--- src/rtl/lsu_arbiter_if.sv ---
// lsu_arbiter_if: requester and LSU side signals of the load/store arbiter.
//   slave  modport : arbiter view (requests and LSU read data in; acks, strobes out)
//   master modport : environment view (requesters plus LSU)
// Signals:
//   f_req/f_addr/f_ack/f_data             fetch requester handshake
//   d_req/d_op/d_addr/d_wdata/d_ack/d_rdata data requester handshake
//   lsu_a/lsu_d/lsu_re/lsu_we             LSU address, write byte, strobes
//   lsu_sp_en/lsu_sp_we/lsu_sp_d          stack-pointer select, update, direction
//   lsu_q/lsu_q1/lsu_q2                   LSU read bytes at a, a+1, a+2
//   busy                                  arbiter not idle
interface lsu_arbiter_if;
   localparam int unsigned AW = 16;
   localparam int unsigned BW = 8;
   localparam int unsigned FW = 24;

   logic          f_req;
   logic [AW-1:0] f_addr;
   logic          f_ack;
   logic [FW-1:0] f_data;

   logic          d_req;
   logic [1:0]    d_op;
   logic [AW-1:0] d_addr;
   logic [BW-1:0] d_wdata;
   logic          d_ack;
   logic [BW-1:0] d_rdata;

   logic [AW-1:0] lsu_a;
   logic [BW-1:0] lsu_d;
   logic          lsu_re;
   logic          lsu_we;
   logic          lsu_sp_en;
   logic          lsu_sp_we;
   logic          lsu_sp_d;
   logic [BW-1:0] lsu_q;
   logic [BW-1:0] lsu_q1;
   logic [BW-1:0] lsu_q2;

   logic          busy;

   modport slave (
      input  f_req, f_addr, d_req, d_op, d_addr, d_wdata,
      input  lsu_q, lsu_q1, lsu_q2,
      output f_ack, f_data, d_ack, d_rdata,
      output lsu_a, lsu_d, lsu_re, lsu_we, lsu_sp_en, lsu_sp_we, lsu_sp_d,
      output busy
   );

   modport master (
      output f_req, f_addr, d_req, d_op, d_addr, d_wdata,
      output lsu_q, lsu_q1, lsu_q2,
      input  f_ack, f_data, d_ack, d_rdata,
      input  lsu_a, lsu_d, lsu_re, lsu_we, lsu_sp_en, lsu_sp_we, lsu_sp_d,
      input  busy
   );
endinterface

--- src/rtl/lsu_arbiter.sv ---
// lsu_arbiter: arbitrates a fetch port and a data port (load/store/push/pop)
// onto a single LSU. Fixed priority, data over fetch.
// Optional feature macro STARVE_GUARD_EN: after STARVE_LIMIT consecutive data
// grants made while fetch was waiting, fetch wins the next arbitration.
// Ports:
//   clk            rising-edge clock
//   rst            synchronous active-high reset; also blocks LSU writes at once
//   bus (slave)    requester handshakes, LSU strobes/data, busy
// Parameters:
//   STARVE_LIMIT   data grants tolerated before a pending fetch is forced
module lsu_arbiter #(
   parameter int unsigned STARVE_LIMIT = 4
) (
   input  logic         clk,
   input  logic         rst,
   lsu_arbiter_if.slave bus
);

   localparam int unsigned AW = 16;
   localparam int unsigned BW = 8;
   localparam int unsigned FW = 24;

   localparam logic [1:0] OP_LOAD  = 2'b00;
   localparam logic [1:0] OP_STORE = 2'b01;
   localparam logic [1:0] OP_PUSH  = 2'b10;
   localparam logic [1:0] OP_POP   = 2'b11;

   typedef enum logic [1:0] {
      S_IDLE  = 2'd0,
      S_DEC   = 2'd1,
      S_ISSUE = 2'd2,
      S_RESP  = 2'd3
   } state_t;

   // Captured operation kind; K_NONE is the reset value.
   typedef enum logic [2:0] {
      K_NONE  = 3'd0,
      K_FETCH = 3'd1,
      K_LOAD  = 3'd2,
      K_STORE = 3'd3,
      K_PUSH  = 3'd4,
      K_POP   = 3'd5
   } kind_t;

   // A limit of zero would force every fetch and starve data instead.
   if (STARVE_LIMIT == 0) begin : g_bad_limit
      $error("lsu_arbiter: STARVE_LIMIT must be at least 1");
   end

   state_t        state;
   state_t        state_nx;
   kind_t         cap_kind;
   logic [AW-1:0] cap_addr;
   logic [BW-1:0] cap_wdata;

   logic          grant_d_c;
   logic          grant_f_c;

   logic          f_ack_q;
   logic [FW-1:0] f_data_q;
   logic          d_ack_q;
   logic [BW-1:0] d_rdata_q;

   logic [AW-1:0] lsu_a_c;
   logic [BW-1:0] lsu_d_c;
   logic          lsu_re_c;
   logic          lsu_we_c;
   logic          lsu_sp_en_c;
   logic          lsu_sp_we_c;
   logic          lsu_sp_d_c;
   logic          busy_c;

   // Arbitration, only meaningful in IDLE.
`ifdef STARVE_GUARD_EN
   localparam int unsigned CNT_W = $clog2(STARVE_LIMIT + 1);

   logic [CNT_W-1:0] starve_cnt;
   logic             starve_hit_c;

   assign starve_hit_c = (starve_cnt == CNT_W'(STARVE_LIMIT));
   assign grant_d_c    = bus.d_req && !(starve_hit_c && bus.f_req);

   // Counts data grants that overtook a waiting fetch; any fetch grant resets it.
   always_ff @(posedge clk) begin
      if (rst) begin
         starve_cnt <= '0;
      end else if (state == S_IDLE) begin
         if (grant_f_c) begin
            starve_cnt <= '0;
         end else if (grant_d_c && bus.f_req) begin
            starve_cnt <= starve_cnt + CNT_W'(1);
         end
      end
   end
`else
   assign grant_d_c = bus.d_req;
`endif

   assign grant_f_c = bus.f_req && !grant_d_c;

   // State register.
   always_ff @(posedge clk) begin
      if (rst) begin
         state <= S_IDLE;
      end else begin
         state <= state_nx;
      end
   end

   // Next-state logic; pop takes an extra cycle to pre-decrement sp.
   always_comb begin
      state_nx = state;
      case (state)
         S_IDLE: begin
            if (grant_d_c) begin
               state_nx = (bus.d_op == OP_POP) ? S_DEC : S_ISSUE;
            end else if (grant_f_c) begin
               state_nx = S_ISSUE;
            end
         end
         S_DEC:   state_nx = S_ISSUE;
         S_ISSUE: state_nx = S_RESP;
         S_RESP:  state_nx = S_IDLE;
         default: state_nx = S_IDLE;
      endcase
   end

   // Capture the granted request so later input changes cannot disturb it.
   always_ff @(posedge clk) begin
      if (rst) begin
         cap_kind  <= K_NONE;
         cap_addr  <= '0;
         cap_wdata <= '0;
      end else if (state == S_IDLE) begin
         if (grant_d_c) begin
            case (bus.d_op)
               OP_LOAD:  cap_kind <= K_LOAD;
               OP_STORE: cap_kind <= K_STORE;
               OP_PUSH:  cap_kind <= K_PUSH;
               default:  cap_kind <= K_POP;
            endcase
            cap_addr  <= bus.d_addr;
            cap_wdata <= bus.d_wdata;
         end else if (grant_f_c) begin
            cap_kind  <= K_FETCH;
            cap_addr  <= bus.f_addr;
            cap_wdata <= '0;
         end
      end
   end

   // LSU strobes from state and captured registers only.
   always_comb begin
      lsu_a_c     = '0;
      lsu_d_c     = '0;
      lsu_re_c    = 1'b0;
      lsu_we_c    = 1'b0;
      lsu_sp_en_c = 1'b0;
      lsu_sp_we_c = 1'b0;
      lsu_sp_d_c  = 1'b0;
      busy_c      = (state != S_IDLE);
      case (state)
         S_DEC: begin
            lsu_sp_en_c = 1'b1;
            lsu_sp_we_c = 1'b1;
            lsu_sp_d_c  = 1'b0;
         end
         S_ISSUE: begin
            case (cap_kind)
               K_FETCH, K_LOAD: begin
                  lsu_re_c = 1'b1;
                  lsu_a_c  = cap_addr;
               end
               K_STORE: begin
                  lsu_we_c = 1'b1;
                  lsu_a_c  = cap_addr;
                  lsu_d_c  = cap_wdata;
               end
               K_PUSH: begin
                  // Write at sp, then post-increment.
                  lsu_sp_en_c = 1'b1;
                  lsu_we_c    = 1'b1;
                  lsu_sp_we_c = 1'b1;
                  lsu_sp_d_c  = 1'b1;
                  lsu_d_c     = cap_wdata;
               end
               K_POP: begin
                  lsu_sp_en_c = 1'b1;
                  lsu_re_c    = 1'b1;
               end
               default: ;
            endcase
         end
         default: ;
      endcase
      // Writes are blocked the moment reset is seen, even mid-operation.
      if (rst) begin
         lsu_we_c    = 1'b0;
         lsu_sp_we_c = 1'b0;
      end
   end

   // Response capture and single-cycle ack pulses; data holds between acks.
   always_ff @(posedge clk) begin
      if (rst) begin
         f_ack_q   <= 1'b0;
         d_ack_q   <= 1'b0;
         f_data_q  <= '0;
         d_rdata_q <= '0;
      end else begin
         f_ack_q <= 1'b0;
         d_ack_q <= 1'b0;
         if (state == S_RESP) begin
            if (cap_kind == K_FETCH) begin
               f_data_q <= {bus.lsu_q2, bus.lsu_q1, bus.lsu_q};
               f_ack_q  <= 1'b1;
            end else begin
               d_ack_q <= 1'b1;
               if ((cap_kind == K_LOAD) || (cap_kind == K_POP)) begin
                  d_rdata_q <= bus.lsu_q;
               end
            end
         end
      end
   end

   assign bus.f_ack     = f_ack_q;
   assign bus.f_data    = f_data_q;
   assign bus.d_ack     = d_ack_q;
   assign bus.d_rdata   = d_rdata_q;
   assign bus.lsu_a     = lsu_a_c;
   assign bus.lsu_d     = lsu_d_c;
   assign bus.lsu_re    = lsu_re_c;
   assign bus.lsu_we    = lsu_we_c;
   assign bus.lsu_sp_en = lsu_sp_en_c;
   assign bus.lsu_sp_we = lsu_sp_we_c;
   assign bus.lsu_sp_d  = lsu_sp_d_c;
   assign bus.busy      = busy_c;

endmodule
--- src/flat_wrapper.sv ---
// flat-port wrapper written by rule: the top's interface ports become plain ports
module lsu_arbiter_flat 
#(
   parameter int unsigned STARVE_LIMIT = 4
)
  (clk, rst, bus_f_req, bus_f_addr, bus_d_req, bus_d_op, bus_d_addr, bus_d_wdata, bus_lsu_q, bus_lsu_q1, bus_lsu_q2, bus_f_ack, bus_f_data, bus_d_ack, bus_d_rdata, bus_lsu_a, bus_lsu_d, bus_lsu_re, bus_lsu_we, bus_lsu_sp_en, bus_lsu_sp_we, bus_lsu_sp_d, bus_busy);
  lsu_arbiter_if bus_i ();
  input  logic clk;
  input  logic rst;
  input wire logic [$bits(bus_i.f_req)-1:0] bus_f_req;
  input wire logic [$bits(bus_i.f_addr)-1:0] bus_f_addr;
  input wire logic [$bits(bus_i.d_req)-1:0] bus_d_req;
  input wire logic [$bits(bus_i.d_op)-1:0] bus_d_op;
  input wire logic [$bits(bus_i.d_addr)-1:0] bus_d_addr;
  input wire logic [$bits(bus_i.d_wdata)-1:0] bus_d_wdata;
  input wire logic [$bits(bus_i.lsu_q)-1:0] bus_lsu_q;
  input wire logic [$bits(bus_i.lsu_q1)-1:0] bus_lsu_q1;
  input wire logic [$bits(bus_i.lsu_q2)-1:0] bus_lsu_q2;
  output wire logic [$bits(bus_i.f_ack)-1:0] bus_f_ack;
  output wire logic [$bits(bus_i.f_data)-1:0] bus_f_data;
  output wire logic [$bits(bus_i.d_ack)-1:0] bus_d_ack;
  output wire logic [$bits(bus_i.d_rdata)-1:0] bus_d_rdata;
  output wire logic [$bits(bus_i.lsu_a)-1:0] bus_lsu_a;
  output wire logic [$bits(bus_i.lsu_d)-1:0] bus_lsu_d;
  output wire logic [$bits(bus_i.lsu_re)-1:0] bus_lsu_re;
  output wire logic [$bits(bus_i.lsu_we)-1:0] bus_lsu_we;
  output wire logic [$bits(bus_i.lsu_sp_en)-1:0] bus_lsu_sp_en;
  output wire logic [$bits(bus_i.lsu_sp_we)-1:0] bus_lsu_sp_we;
  output wire logic [$bits(bus_i.lsu_sp_d)-1:0] bus_lsu_sp_d;
  output wire logic [$bits(bus_i.busy)-1:0] bus_busy;
  assign bus_i.f_req = bus_f_req;
  assign bus_i.f_addr = bus_f_addr;
  assign bus_i.d_req = bus_d_req;
  assign bus_i.d_op = bus_d_op;
  assign bus_i.d_addr = bus_d_addr;
  assign bus_i.d_wdata = bus_d_wdata;
  assign bus_i.lsu_q = bus_lsu_q;
  assign bus_i.lsu_q1 = bus_lsu_q1;
  assign bus_i.lsu_q2 = bus_lsu_q2;
  assign bus_f_ack = bus_i.f_ack;
  assign bus_f_data = bus_i.f_data;
  assign bus_d_ack = bus_i.d_ack;
  assign bus_d_rdata = bus_i.d_rdata;
  assign bus_lsu_a = bus_i.lsu_a;
  assign bus_lsu_d = bus_i.lsu_d;
  assign bus_lsu_re = bus_i.lsu_re;
  assign bus_lsu_we = bus_i.lsu_we;
  assign bus_lsu_sp_en = bus_i.lsu_sp_en;
  assign bus_lsu_sp_we = bus_i.lsu_sp_we;
  assign bus_lsu_sp_d = bus_i.lsu_sp_d;
  assign bus_busy = bus_i.busy;
  lsu_arbiter #(.STARVE_LIMIT(STARVE_LIMIT)) u_core (.clk(clk), .rst(rst), .bus(bus_i));
endmodule
--- config.mk ---
export PLATFORM = sky130hd
export DESIGN_NAME = lsu_arbiter_flat
export DESIGN_NICKNAME = d
export VERILOG_FILES = /design/src/rtl/lsu_arbiter_if.sv /design/src/rtl/lsu_arbiter.sv /design/src/flat_wrapper.sv
export SDC_FILE = /design/constraint.sdc
export NUM_CORES = 1
export LEC_CHECK = 0
export CAP_MARGIN = 20
export CORE_AREA = 2 2 135 71
export DETAILED_ROUTE_END_ITERATION = 7
export DIE_AREA = 0 0 137 73
export MAX_ROUTING_LAYER = met4
export PLACE_DENSITY = 0.7
export SYNTH_ARGS = -nofsm -noshare
export SYNTH_HDL_FRONTEND = slang
export SYNTH_SLANG_ARGS = --single-unit
--- constraint.sdc ---
create_clock -name clk -period 1.7 [get_ports clk]
set_input_delay 0.34 -clock clk [delete_from_list [all_inputs] [get_ports clk]]
set_output_delay 0.34 -clock clk [all_outputs]
set_load 0.02 [all_outputs]
==> results of run 1 <==
[cell type report]
cell class | instances | area, um2
tap | 121 | 151
timing repair buffer | 162 | 1580
clock inverter | 4 | 70.1
clock buffer | 12 | 236
sequential | 63 | 1270
inverter | 4 | 15.0
multi-input combinational | 227 | 1510
fill | 831 | 4180
[cells by family after synthesis]
family | share of synthesized area
multiplexers | 0.0841
AO/OA/AOI/OAI | 0.154
adder cells (fa/ha/maj) | 0.0175
AND/OR/NAND/NOR | 0.245
buffers and inverters | 0.0574
flip-flops | 0.442
[power groups by stage]
stage / Sequential, mW / Combinational, mW / Clock [mW]
after floorplan: 1.80 / 0.801 / 0
after global placement: 1.79 / 1.40 / 0
after detailed placement: 1.79 / 1.45 / 0
after CTS: 1.78 / 1.54 / 1.96
after global routing: 1.80 / 1.84 / 2.03
final: 1.79 / 1.69 / 1.90
[cell usage after synthesis]
cell / n / area, um2
nand3b_1: 1 / 7.51
a211oi_1: 16 / 120
a21oi_1: 21 / 105
o21a_1: 3 / 22.5
and2_1: 20 / 125
nor4bb_1: 1 / 10.0
nor2_1: 31 / 116
dfxtp_1: 63 / 1260
a21boi_4: 1 / 18.8
buf_2: 8 / 40.0
nand3_1: 1 / 5.00
ha_1: 4 / 50.1
nor3b_2: 1 / 12.5
and3b_2: 1 / 10.0
nand2_1: 50 / 188
a22oi_1: 9 / 67.6
buf_8: 2 / 30.0
buf_1: 1 / 3.75
or3b_4: 1 / 11.3
a311oi_1: 1 / 8.76
buf_4: 6 / 45.0
nor3_1: 1 / 5.00
nand2b_1: 16 / 100
o211a_1: 1 / 10.0
or2b_1: 1 / 7.51
a2bb2oi_1: 1 / 8.76
clkbuf_1: 8 / 30.0
and2_2: 5 / 37.5
and4bb_2: 1 / 12.5
inv_1: 4 / 15.0
or3_1: 1 / 6.26
and2b_2: 1 / 8.76
a21oi_2: 5 / 43.8
o311ai_0: 1 / 8.76
o21ai_4: 1 / 16.3
mux2i_1: 24 / 240
nor3b_1: 2 / 15.0
nor2b_1: 1 / 6.26
o21ai_2: 1 / 8.76
nand4bb_2: 1 / 16.3
[how the worst min path moves through the flow]
stage / endpoint / depth (start not counted) / startpoint / slack [ps]
6_report: u_core.bus.f_data[9] / 2 / u_core.bus.f_data[9] / 450
5_1_grt: u_core.bus.f_data[22] / 2 / u_core.bus.f_data[22] / 480
4_1_cts: u_core.bus.f_data[8] / 2 / u_core.bus.f_data[8] / 450
3_5_place_dp: u_core.bus.f_data[8] / 2 / u_core.bus.f_data[8] / 450
3_3_place_gp: u_core.bus.f_data[23] / 2 / u_core.bus.f_data[23] / 440
2_1_floorplan: u_core.cap_wdata[3] / 2 / u_core.cap_wdata[3] / 470
[metal layers]
metal,vias up,share of wire,routed length (um)
met4,0,0.0083,72
met1,1297,0.47,4050
met3,8,0.088,759
li1,1370,-,-
met2,96,0.44,3780
met5,-,0,0
[metrics by stage]
step	setup WS [ps]	utilization	setup TNS, ps	power (mW)	cell area, um2
global route	-307	0.537	-6590	5.67	4830
floorplan	36.8	-	0	2.60	2860
finish	-249	0.537	-4760	5.38	4830
CTS	-240	0.522	-4980	5.27	4700
detailed placement	-360	0.488	-9710	3.25	4390
global placement	-318	0.488	-8660	3.19	4390
[worst max-delay path, cell delays in order, from the launching register on]
cell and delay [ps]:
dfxtp_2 320, buf_6 120, nand3b_1 270, a21boi_4 290, and2_4 180, buf_6 110
[what timing repair did]
action / in CTS / in global routing
buffers inserted: 3 / 6
pin swaps: 9 / 12
setup endpoints to repair: 30 / 37
gates cloned: 1 / 1
resized for setup: 158 / 21
[flip-flops by register name, summed over array words and instances (netlist names)]
signal / count
u_core.cap_addr: 16
u_core.cap_wdata: 8
u_core.bus.d_ack: 1
u_core.cap_kind: 3
u_core.bus.f_ack: 1
u_core.bus.f_data: 24
u_core.state: 2
u_core.bus.d_rdata: 8
==> metrics, run 1 <==
leading cell types in the layout, fill and taps excluded clkdlybuf4s50_1, dfxtp_1, nand2_1; Data arrival, critical path 1610 ps; FP Rows 25; Clk pwr share 0.353; post-DR vias/cell 4.67; clock latency on the worst-skew pair 320 ps; maximum clock rate 513 MHz; violated checks negative setup slack; vias in the first global route 2,735; endpoints failing setup 29; clock sink count 63; leak pwr 1.95 nW; most common cell after layout, fill and taps aside clkdlybuf4s50_1; DR pass1 iterations 4; CP Launch Point u_core.cap_kind[2]; critical path class reg2out; Fin Hold WS 454 ps; crit path to bus_lsu_d[6]; met3 Usage GRT 0.0681; first-pass GRT wire length 13,500 um; root buffer cell clkbuf_16; Comb pwr share 0.315; Mapped Area 2860 um2; die area 10,000 um2; Initial Util 0.317; post-DR wirelength/cell 14.6 um; fin worst setup slack -249 ps; Int Power 3.84 mW; hold_buf cts 0; via count of the routed design 2,771; WL final 8660 um; synthesized area per cell 8.98 um2; dpl hpwl 5970 um; Max-Cap Viols 0; pin count of the biggest net entering global routing 38; Startpoint Class flop; initial antenna violation count 0; post-synthesis net count 392; share of cells above drive strength 1 0.227; sequential fraction of the synthesis area 0.442; post-synth cell types 40; H-tree depth 3; Final period util 1.15; Yosys reg bits 63; GRT Total Usage 0.182; worst r2r dst u_core.bus.d_rdata[3]; R2R Path Start u_core.cap_kind[0]; number of buffers created by CTS 9; R2R setup slack 110 ps; status finished, violations left; CP endpoint kind output port; Bufs on Longest Clock Path 2; non-filler cells, final 593; chip width 137 um; NumNets Final 541; number of diodes 0; Final Hold Viols 0; antenna-violating nets left 0; GRT overflow 0; Mapped Cells 318; Relative slew margins 0.695; Routability Congestion 0.706; synth warn 0; R2R depth 8; measured slew at the worst slew-check pin 458 ps; Synth-to-Final Area Change 69.3%; met2 usage 0.282; RSZ-0062 raised after global routing true; placed cells 567; clk slew on worst S/H paths 50 ps; sw frac 0.286; floorplan die height 73 um; type of the worst min-delay path reg2reg; min Tclk post-route 1950 ps; drt initial violations 80; Final Max Tran Viols 0; P_sw 1.54 mW; Data required, critical path 1360 ps; number of placed I/O pins 134; Layout Skew 6.51 ps; GRT Max-Usage Layer met2; critical-path maximum fanout 5; GR Layer Usage met1 0.226; Sequential Power Share 0.332; PortBufs 133; number of remaining DRC errors 0; Max VDD drop 0.000543 V; Core ar. 9010 um2; PwrDens 1110 nW/um2; CTS tree yes
No activity file was read; power rests on OpenSTA's default activity.
==> run 2, diff against run 1 <==
MAX_ROUTING_LAYER = unset   (was met4)
==> run 2 against run 1 <==
Effect of this change:
- the run still ends with negative setup slack left
- core utilization is the same
- non-clock buffer count is the same
- power is essentially flat
- worst hold slack is essentially flat
- setup slack lost 1.1 ps
- register-to-register slack is essentially flat
- largest cell class unchanged
- largest power group unchanged
==> metrics, run 2 (synthesized netlist as in run 1, its figures left out) <==
status finished, violations left; violated checks negative setup slack; post-DR vias/cell 4.70; Final period util 1.15; root buffer cell clkbuf_16; Comb pwr share 0.315; non-filler cells, final 593; critical path class reg2out; Final Hold Viols 0; Sequential Power Share 0.332; floorplan die height 73 um; Final Total Pwr 5.38 mW; initial antenna violation count 0; type of the worst min-delay path reg2reg; CTS tree yes; Data arrival, critical path 1610 ps; sw frac 0.286; min Tclk post-route 1950 ps; Max-Cap Viols 0; PwrDens 1110 nW/um2; number of remaining DRC errors 0; Fin Hold WS 454 ps; RSZ-0062 raised after global routing true; WL final 8650 um; Data required, critical path 1360 ps; placed cells 567; fin worst setup slack -250 ps; PortBufs 133; endpoints failing setup 29; pin count of the biggest net entering global routing 38; R2R depth 8; hold_buf cts 0; Final Max Tran Viols 0; Core ar. 9010 um2; NumNets Final 541; R2R Path Start u_core.cap_kind[0]; Clk pwr share 0.353; Max VDD drop 0.000546 V; number of placed I/O pins 134; measured slew at the worst slew-check pin 460 ps; Relative slew margins 0.693; CP Launch Point u_core.cap_kind[2]; die area 10,000 um2; R2R setup slack 100 ps; share of cells above drive strength 1 0.227; H-tree depth 3; leak pwr 1.95 nW; P_sw 1.54 mW; dpl hpwl 5970 um; worst r2r dst u_core.bus.d_rdata[3]; Synth-to-Final Area Change 69.3%; maximum clock rate 513 MHz; DR pass1 iterations 4; pre-CTS setup slack -360 ps; CP endpoint kind output port; number of diodes 0; multi-input logic area 1510 um2; clock latency on the worst-skew pair 330 ps; Setup TNS Final -4810 ps; drt initial violations 99; vias in the first global route 2,732; first-pass GRT wire length 13,500 um; critical-path maximum fanout 5; FP Rows 25; Routability Congestion 0.698; GRT Total Usage 0.177; chip width 137 um; worst hold stages 2; most common cell after layout, fill and taps aside clkdlybuf4s50_1; hold path startpoint u_core.bus.f_data[9]; leading cell types in the layout, fill and taps excluded clkdlybuf4s50_1, dfxtp_1, nand2_1; via count of the routed design 2,785; fillers 831; number of flip-flops in the largest register 24; clk slew on worst S/H paths 50 ps; Hold EP u_core.bus.f_data[9]; GRT overflow 0; post-DR wirelength/cell 14.6 um; Startpoint Class flop; Initial Util 0.317; antenna-violating nets left 0; Int Power 3.84 mW; sequential cell area 1270 um2; Layout Skew 6.28 ps; number of buffers created by CTS 9; Bufs on Longest Clock Path 2; clock sink count 63
## run 2: cell counts in the layout (fill, tap and decap cells not counted)
No cell type changed its count.
## run 2: worst max-delay path by stage
| stage | endpoint | cells after the start |
|---|---|---|
| after floorplan | bus_lsu_sp_we | 5 |
| after global placement | bus_lsu_a[11] | 6 |
| after detailed placement | bus_lsu_sp_en | 6 |
| after CTS | bus_lsu_d[7] | 4 |
| after global routing | bus_lsu_d[4] | 5 |
| final | bus_lsu_d[6] | 5 |
## run 2: power groups by stage
stage,Clock (mW),Combinational [mW],Sequential (mW)
after floorplan,0,0.801,1.80
after global placement,0,1.40,1.79
after detailed placement,0,1.45,1.79
after CTS,1.96,1.54,1.78
after global routing,2.03,1.84,1.80
final,1.90,1.70,1.79
## run 2: metrics by stage
stage / util / instance area (um2)
final: 0.537 / 4830
after global routing: 0.537 / 4830
after CTS: 0.522 / 4700
after detailed placement: 0.488 / 4390
after global placement: 0.488 / 4390
after floorplan: - / 2860
## run 2: critical path, stage by stage, from the launching register on
cell	delay (ps)
dfxtp_2	320
buf_6	120
nand3b_1	270
a21boi_4	290
and2_4	180
buf_6	110
## run 2: layout make-up
cell class | instances | share of cell area
repair buffers | 162 | 0.327
multi-input cells | 227 | 0.313
flip-flops and latches | 63 | 0.262
well taps | 121 | 0.0313
clock buffers | 12 | 0.0489
inverters | 4 | 0.00311
clock inverters | 4 | 0.0145
## run 2: routing by layer
layer,share of wire,global-route usage,vias up
met5,0,0,-
met4,0.0081,0.0481,0
met3,0.10,0.0826,8
met2,0.43,0.282,105
met1,0.46,0.216,1300
li1,-,-,1372
## run 2: what timing repair did
action | CTS | global route
buffers inserted | 3 | 6
pin swaps | 9 | 12
endpoints found under the setup margin | 30 | 37
cloned | 1 | 1
resized for setup | 158 | 21
